### src/rtl/alu_rf_sequencer.sv
// Multi-cycle ALU sequencer: reads two operands from a 4x4 register file, executes one
// operation and writes the result back, one instruction per five cycles.
module alu_rf_sequencer #(
  parameter int unsigned DATA_W = 4,
  parameter int unsigned ADDR_W = 2
) (
  input  logic              clk,
  input  logic              reset,
  input  logic              instr_valid,
  output logic              instr_ready,
  input  logic [2:0]        opcode,
  input  logic [ADDR_W-1:0] rd_dst,
  input  logic [ADDR_W-1:0] rs1,
  input  logic [ADDR_W-1:0] rs2,
  input  logic [DATA_W-1:0] imm,
  output logic [ADDR_W-1:0] rf_rd1,
  output logic [ADDR_W-1:0] rf_rd2,
  input  logic [DATA_W-1:0] rf_data1,
  input  logic [DATA_W-1:0] rf_data2,
  output logic [ADDR_W-1:0] rf_wr,
  output logic              rf_write_enable,
  output logic [DATA_W-1:0] rf_data_in,
  output logic [DATA_W-1:0] result,
  output logic              carry,
  output logic              zero,
  output logic              busy,
  output logic              done
);

  typedef enum logic [2:0] {StIdle, StRead, StExec, StWrite, StDone} state_e;
  typedef enum logic [2:0] {
    OpAdd, OpSub, OpAnd, OpOr, OpXor, OpNot, OpShl, OpLdi
  } opcode_e;

  state_e              state_q, state_d;
  opcode_e             op_q;
  logic [ADDR_W-1:0]   rd_q, rs1_q, rs2_q;
  logic [DATA_W-1:0]   imm_q, a_q, b_q;
  logic [DATA_W-1:0]   result_q, alu_res;
  logic                carry_q, zero_q, alu_c;
  logic [DATA_W:0]     sum;
  logic                accept;

  assign accept = (state_q == StIdle) && instr_valid;

  always_comb begin
    state_d = state_q;
    unique case (state_q)
      StIdle:  if (instr_valid) state_d = StRead;
      StRead:  state_d = StExec;
      StExec:  state_d = StWrite;
      StWrite: state_d = StDone;
      StDone:  state_d = StIdle;
      default: state_d = StIdle;
    endcase
  end

  always_comb begin
    alu_res = '0;
    alu_c   = 1'b0;
    sum     = '0;
    unique case (op_q)
      OpAdd: begin
        sum     = {1'b0, a_q} + {1'b0, b_q};
        alu_res = sum[DATA_W-1:0];
        alu_c   = sum[DATA_W];
      end
      OpSub: begin
        alu_res = a_q - b_q;
        alu_c   = a_q < b_q;
      end
      OpAnd: alu_res = a_q & b_q;
      OpOr:  alu_res = a_q | b_q;
      OpXor: alu_res = a_q ^ b_q;
      OpNot: alu_res = ~a_q;
      OpShl: begin
        alu_res = {a_q[DATA_W-2:0], 1'b0};
        alu_c   = a_q[DATA_W-1];
      end
      OpLdi: alu_res = imm_q;
      default: alu_res = '0;
    endcase
  end

  always_ff @(posedge clk or negedge reset) begin
    if (!reset) begin
      state_q  <= StIdle;
      op_q     <= OpAdd;
      rd_q     <= '0;
      rs1_q    <= '0;
      rs2_q    <= '0;
      imm_q    <= '0;
      a_q      <= '0;
      b_q      <= '0;
      result_q <= '0;
      carry_q  <= 1'b0;
      zero_q   <= 1'b0;
    end else begin
      state_q <= state_d;
      if (accept) begin
        op_q  <= opcode_e'(opcode);
        rd_q  <= rd_dst;
        rs1_q <= rs1;
        rs2_q <= rs2;
        imm_q <= imm;
      end
      if (state_q == StRead) begin
        a_q <= rf_data1;
        b_q <= rf_data2;
      end
      if (state_q == StExec) begin
        result_q <= alu_res;
        carry_q  <= alu_c;
        zero_q   <= (alu_res == '0);
      end
    end
  end

  // Ready is gated by reset directly so it reads 0 while reset is held.
  assign instr_ready     = reset && (state_q == StIdle);
  assign rf_rd1          = rs1_q;
  assign rf_rd2          = rs2_q;
  assign rf_write_enable = (state_q == StWrite);
  assign rf_wr           = rf_write_enable ? rd_q : '0;
  assign rf_data_in      = rf_write_enable ? result_q : '0;
  assign result          = result_q;
  assign carry           = carry_q;
  assign zero            = zero_q;
  assign busy            = (state_q != StIdle);
  assign done            = (state_q == StDone);

endmodule

### config.mk
export PLATFORM = sky130hd
export DESIGN_NAME = alu_rf_sequencer
export DESIGN_NICKNAME = d
export VERILOG_FILES = /design/src/rtl/alu_rf_sequencer.sv
export SDC_FILE = /design/constraint.sdc
export NUM_CORES = 1
export LEC_CHECK = 0
export CAP_MARGIN = 25
export CORE_UTILIZATION = 33
export CTS_CLUSTER_SIZE = 16
export DETAILED_ROUTE_END_ITERATION = 6
export SLEW_MARGIN = 15
export SYNTH_ARGS = -nofsm -noshare
export SYNTH_HDL_FRONTEND = slang
export SYNTH_SLANG_ARGS = --single-unit
### constraint.sdc
create_clock -name clk -period 4.4 [get_ports clk]
set_input_delay 0.66 -clock clk [delete_from_list [all_inputs] [get_ports clk]]
set_output_delay 0.66 -clock clk [all_outputs]
set_load 0.02 [all_outputs]
==> impl_results.rst <==
.. list-table::
   :header-rows: 1

   * - Metric
     - Value
   * - WP data arrival
     - 2.25 ns
   * - Root buffer cell
     - clkbuf_8
   * - Post-synthesis async set-or-reset flop share
     - 1.00
   * - Total routing resource utilization after global routing
     - 0.134
   * - Combinational fraction of design power
     - 0.520
   * - Final worst setup slack
     - 1.49 ns
   * - Area growth from synthesis to final layout
     - 32.5%
   * - Commonest cells after routing, fill and taps aside
     - 43 x clkdlybuf4s50_1, 30 x dfrtp_1, 19 x nand2_1, 13 x inv_1
   * - Clock buffer count from CTS
     - 5
   * - Hold-critical path depth
     - 2
   * - Post-route cell area
     - around 2400 µm²
   * - Synthesized netlist cell count
     - approximately 180
   * - Number of routed nets with antenna violations
     - 0
   * - Clock-pin slew of the registers on the worst-case setup and hold paths
     - 0.06 ns
   * - Sinks on the clock net
     - 30
   * - Count of nets after finishing
     - 258
   * - Time the final worst path needs with I/O delays and setup
     - 2.91 ns
   * - Crit end category
     - primary output
   * - Antenna violations before repair
     - 0
   * - Basic-gate share of the synthesized area counting and, or, nand and nor cells
     - 0.148
   * - Unrepaired setup endpoints after global routing
     - false
   * - Die Span Y
     - 76.8 µm
   * - Part of the total power dissipated in sequential elements
     - 0.300
   * - Tot Pwr
     - 0.00194 W
   * - Iter 0 DRT Violations
     - 47
   * - Share of the synthesized area in compound gates (AO/OA/AOI/OAI)
     - 0.132
   * - Prevailing post-synth register cell
     - dfrtp_1
   * - Total internal power
     - 0.00116 W
   * - Hold Vio Cnt, Final
     - 0
   * - Maximum achievable frequency
     - approximately 340 MHz
   * - Count of inserted antenna diode cells
     - 0
   * - Slowest stage cell, crit path
     - clkdlybuf4s50_1
   * - Cell row count
     - 26
   * - Ratio of total power to cell area
     - 793 nW/µm²
   * - Multiplexer fraction of the synthesized cell area
     - 0.125
   * - Number of iterations in the first detailed-routing pass
     - 4
   * - Area used by sequential logic in the layout
     - 751 µm²
   * - Total I/O pin count
     - 44
   * - Most repeated library cell on the critical path
     - clkdlybuf4s50_1
   * - Gp weighted congestion
     - 0.841
   * - Netlist area before placement
     - 1850 µm²
   * - Fill cell instance count of the final layout
     - 516
   * - Required time of the critical path
     - 3.74 ns
   * - Deepest level of the CTS H-tree
     - 2
   * - DIE AREA
     - between 5000 and 6000 µm²
   * - Clock tree from TritonCTS
     - done
   * - # resized after CTS
     - 0
   * - Reported leakage power
     - 1.05 nW
   * - Worst-case hold slack
     - 0.482 ns
   * - Final worst-path cycle share
     - 0.661
   * - Clock latency on the worst-skew pair
     - between 0.2 and 0.3 ns
   * - Launch point of the worst reg-to-reg path
     - a_q[0]
   * - Clock Power Share
     - 0.180
   * - Setup-failing EPs final
     - 0
   * - Startpoint-to-endpoint class of the critical path
     - in2out
   * - Setup TNS after final layout
     - 0 ns
   * - Post-detailed-placement cell area
     - 2290 µm²
   * - Port bufs
     - 43
   * - Critical path's largest stage delay
     - 0.59 ns
   * - Worst setup slack before clock tree synthesis
     - 1.45 ns
   * - Proportion of layout cells with a drive suffix above 1
     - 0.109
   * - Routed wire length
     - about 3500 µm
   * - Switching power
     - roughly 0.00078 W
   * - CTS max path bufs
     - 2
   * - Worst setup path startpoint
     - reset
   * - Worst hold start
     - carry
   * - Largest family of logic cells by synthesized area
     - simple AND/OR/NAND/NOR gates
   * - Overflow after GRT
     - 0
   * - Most common cell after layout, fill and taps aside
     - clkdlybuf4s50_1
   * - Vias in the first global route
     - 1301
   * - Reg2Reg Depth
     - 9
   * - Vias
     - 1352
   * - HPWL after detailed placement
     - between 2000 and 3000 µm
   * - Max Transition Viols Final
     - 0
   * - Synthesized area divided by synthesized cell count
     - ~10 µm²
   * - Synthesis Warnings
     - 0
   * - Chip Width
     - 76.8 µm
   * - Cell Chain, Critical Path
     - clkdlybuf4s50_1, buf_4, and2_1, clkdlybuf4s50_1
   * - Count of unresolved DRC violations after routing
     - 0
   * - Number of flops mapped to enable cells by yosys
     - 0
   * - Xor and xnor fraction of the mapped netlist area
     - 0.0142
   * - Register bit count reported by yosys
     - 30
   * - Synth Area in Adders
     - 0.103
   * - Slew headroom
     - 0.553
   * - CORE AREA
     - 5240 µm²
   * - # Post-CTS Setup Buffers
     - 0
   * - Final Skew
     - 0.00874 ns
   * - Kind of path behind the tightest hold check
     - reg2reg
   * - Status
     - finished clean
   * - First-pass GRT wire length
     - a little over 6000 µm
   * - Vias per std cell
     - 4.65
   * - Post-CTS Hold Fix Bufs
     - 0
   * - Worst Setup Start Kind
     - input port
   * - Max-cap check violation count
     - 0
   * - Area occupied by multi-input gates
     - 965 µm²
   * - Wire per inst
     - 12.1 µm
   * - Syn Nets
     - 216
   * - Largest net degree at the start of global routing
     - 32
   * - Effective utilization at floorplan
     - 0.352
   * - Largest voltage drop on the vdd net
     - around 0.00029 V
   * - Number of distinct standard cells referenced by the synthesized netlist
     - 46
   * - Slew at the pin with the worst max-slew slack
     - about 0.67 ns
   * - Sequential-to-total area share from yosys stat
     - 0.407
   * - Critical-path maximum fanout
     - 31
   * - Sw Share
     - 0.403
## worst max-delay path, delay by kind of cell
kind | cells | cell delay, ns
and+or+nand+nor | 1 | 0.19
buffers and inverters | 3 | 1.40
## per-stage QoR
step | util | instances
6_report | 0.467 | 291
5_1_grt | 0.467 | 291
3_3_place_gp | 0.438 | 282
2_1_floorplan | - | 178
4_1_cts | 0.465 | 290
3_5_place_dp | 0.438 | 282
## worst paths after layout
check | to | slack [ns]
min in group asynchronous | rd_q[0] | 0.76
worst max register to register | result[2] | 2.15
worst min-delay path | carry | 0.48
worst max-delay path | instr_ready | 1.49
worst min register to register | carry | 0.48
max in group asynchronous | a_q[1] | 3.35
## synthesized netlist by cell type, types with 2 or more instances
master     instances  area share
a21oi_1            7       0.019
ha_1              12       0.081
inv_1             13       0.026
xnor2_1            2      0.0095
mux2_2             5       0.031
o211ai_1           2      0.0081
buf_6              2       0.012
o21ai_1            2      0.0054
nor2_1             8       0.016
mux2i_1            4       0.022
dfrtp_1           30        0.41
and3b_1            2      0.0095
and2_1             8       0.027
o22ai_1            3       0.010
a2111oi_2          2       0.016
o21ai_0           12       0.033
clkbuf_1           3      0.0061
nand2b_1           3       0.010
nand2_1           19       0.039
nor3_1             2      0.0054
buf_4              2      0.0081
fa_1               2       0.022
mux2_1            10       0.061
## area by class of cell
class                           count  area share
Inverter                           14      0.0220
Clock inverter                      2      0.0246
Tap cell                           70      0.0358
Clock buffer                        6      0.0338
Multi-Input combinational cell    124       0.395
Sequential cell                    30       0.307
Timing Repair Buffer               45       0.182
## sequential cells by signal (all words and copies together), names as in the netlist, 2 cells and up
signal	count
rf_rd2	2
state_q	3
a_q	4
op_q	3
b_q	4
rf_rd1	2
imm_q	4
rd_q	2
result	4
## kinds of logic (layout without fill, tap and decap cells)
group	Yosys count	after routing
xor+xnor	3	3
compound gates	36	36
flops	30	30
mux	20	20
buf+inv	24	67
fa+ha+maj	14	14
simple gates	51	51
## power by group through the flow
| stage | logic [W] | clock network, W | registers, W |
|---|---|---|---|
| 4_1_cts | 0.00102 | 0.000355 | 0.000584 |
| 2_1_floorplan | 0.000775 | 0 | 0.000555 |
| 5_1_grt | 0.00112 | 0.000369 | 0.000614 |
| 6_report | 0.00101 | 0.000349 | 0.000581 |
| 3_3_place_gp | 0.00100 | 0 | 0.000586 |
| 3_5_place_dp | 0.00101 | 0 | 0.000589 |
## per-layer routing
layer  routed length (µm)  global-route usage  vias to the layer above
met2                 1610               0.210                       33
met4                   53              0.0519                        0
met1                 1670               0.171                      620
met5                    0                   0                        -
met3                  193              0.0405                        6
li1                     -                   -                      693
No activity file was read; power rests on OpenSTA's default activity.
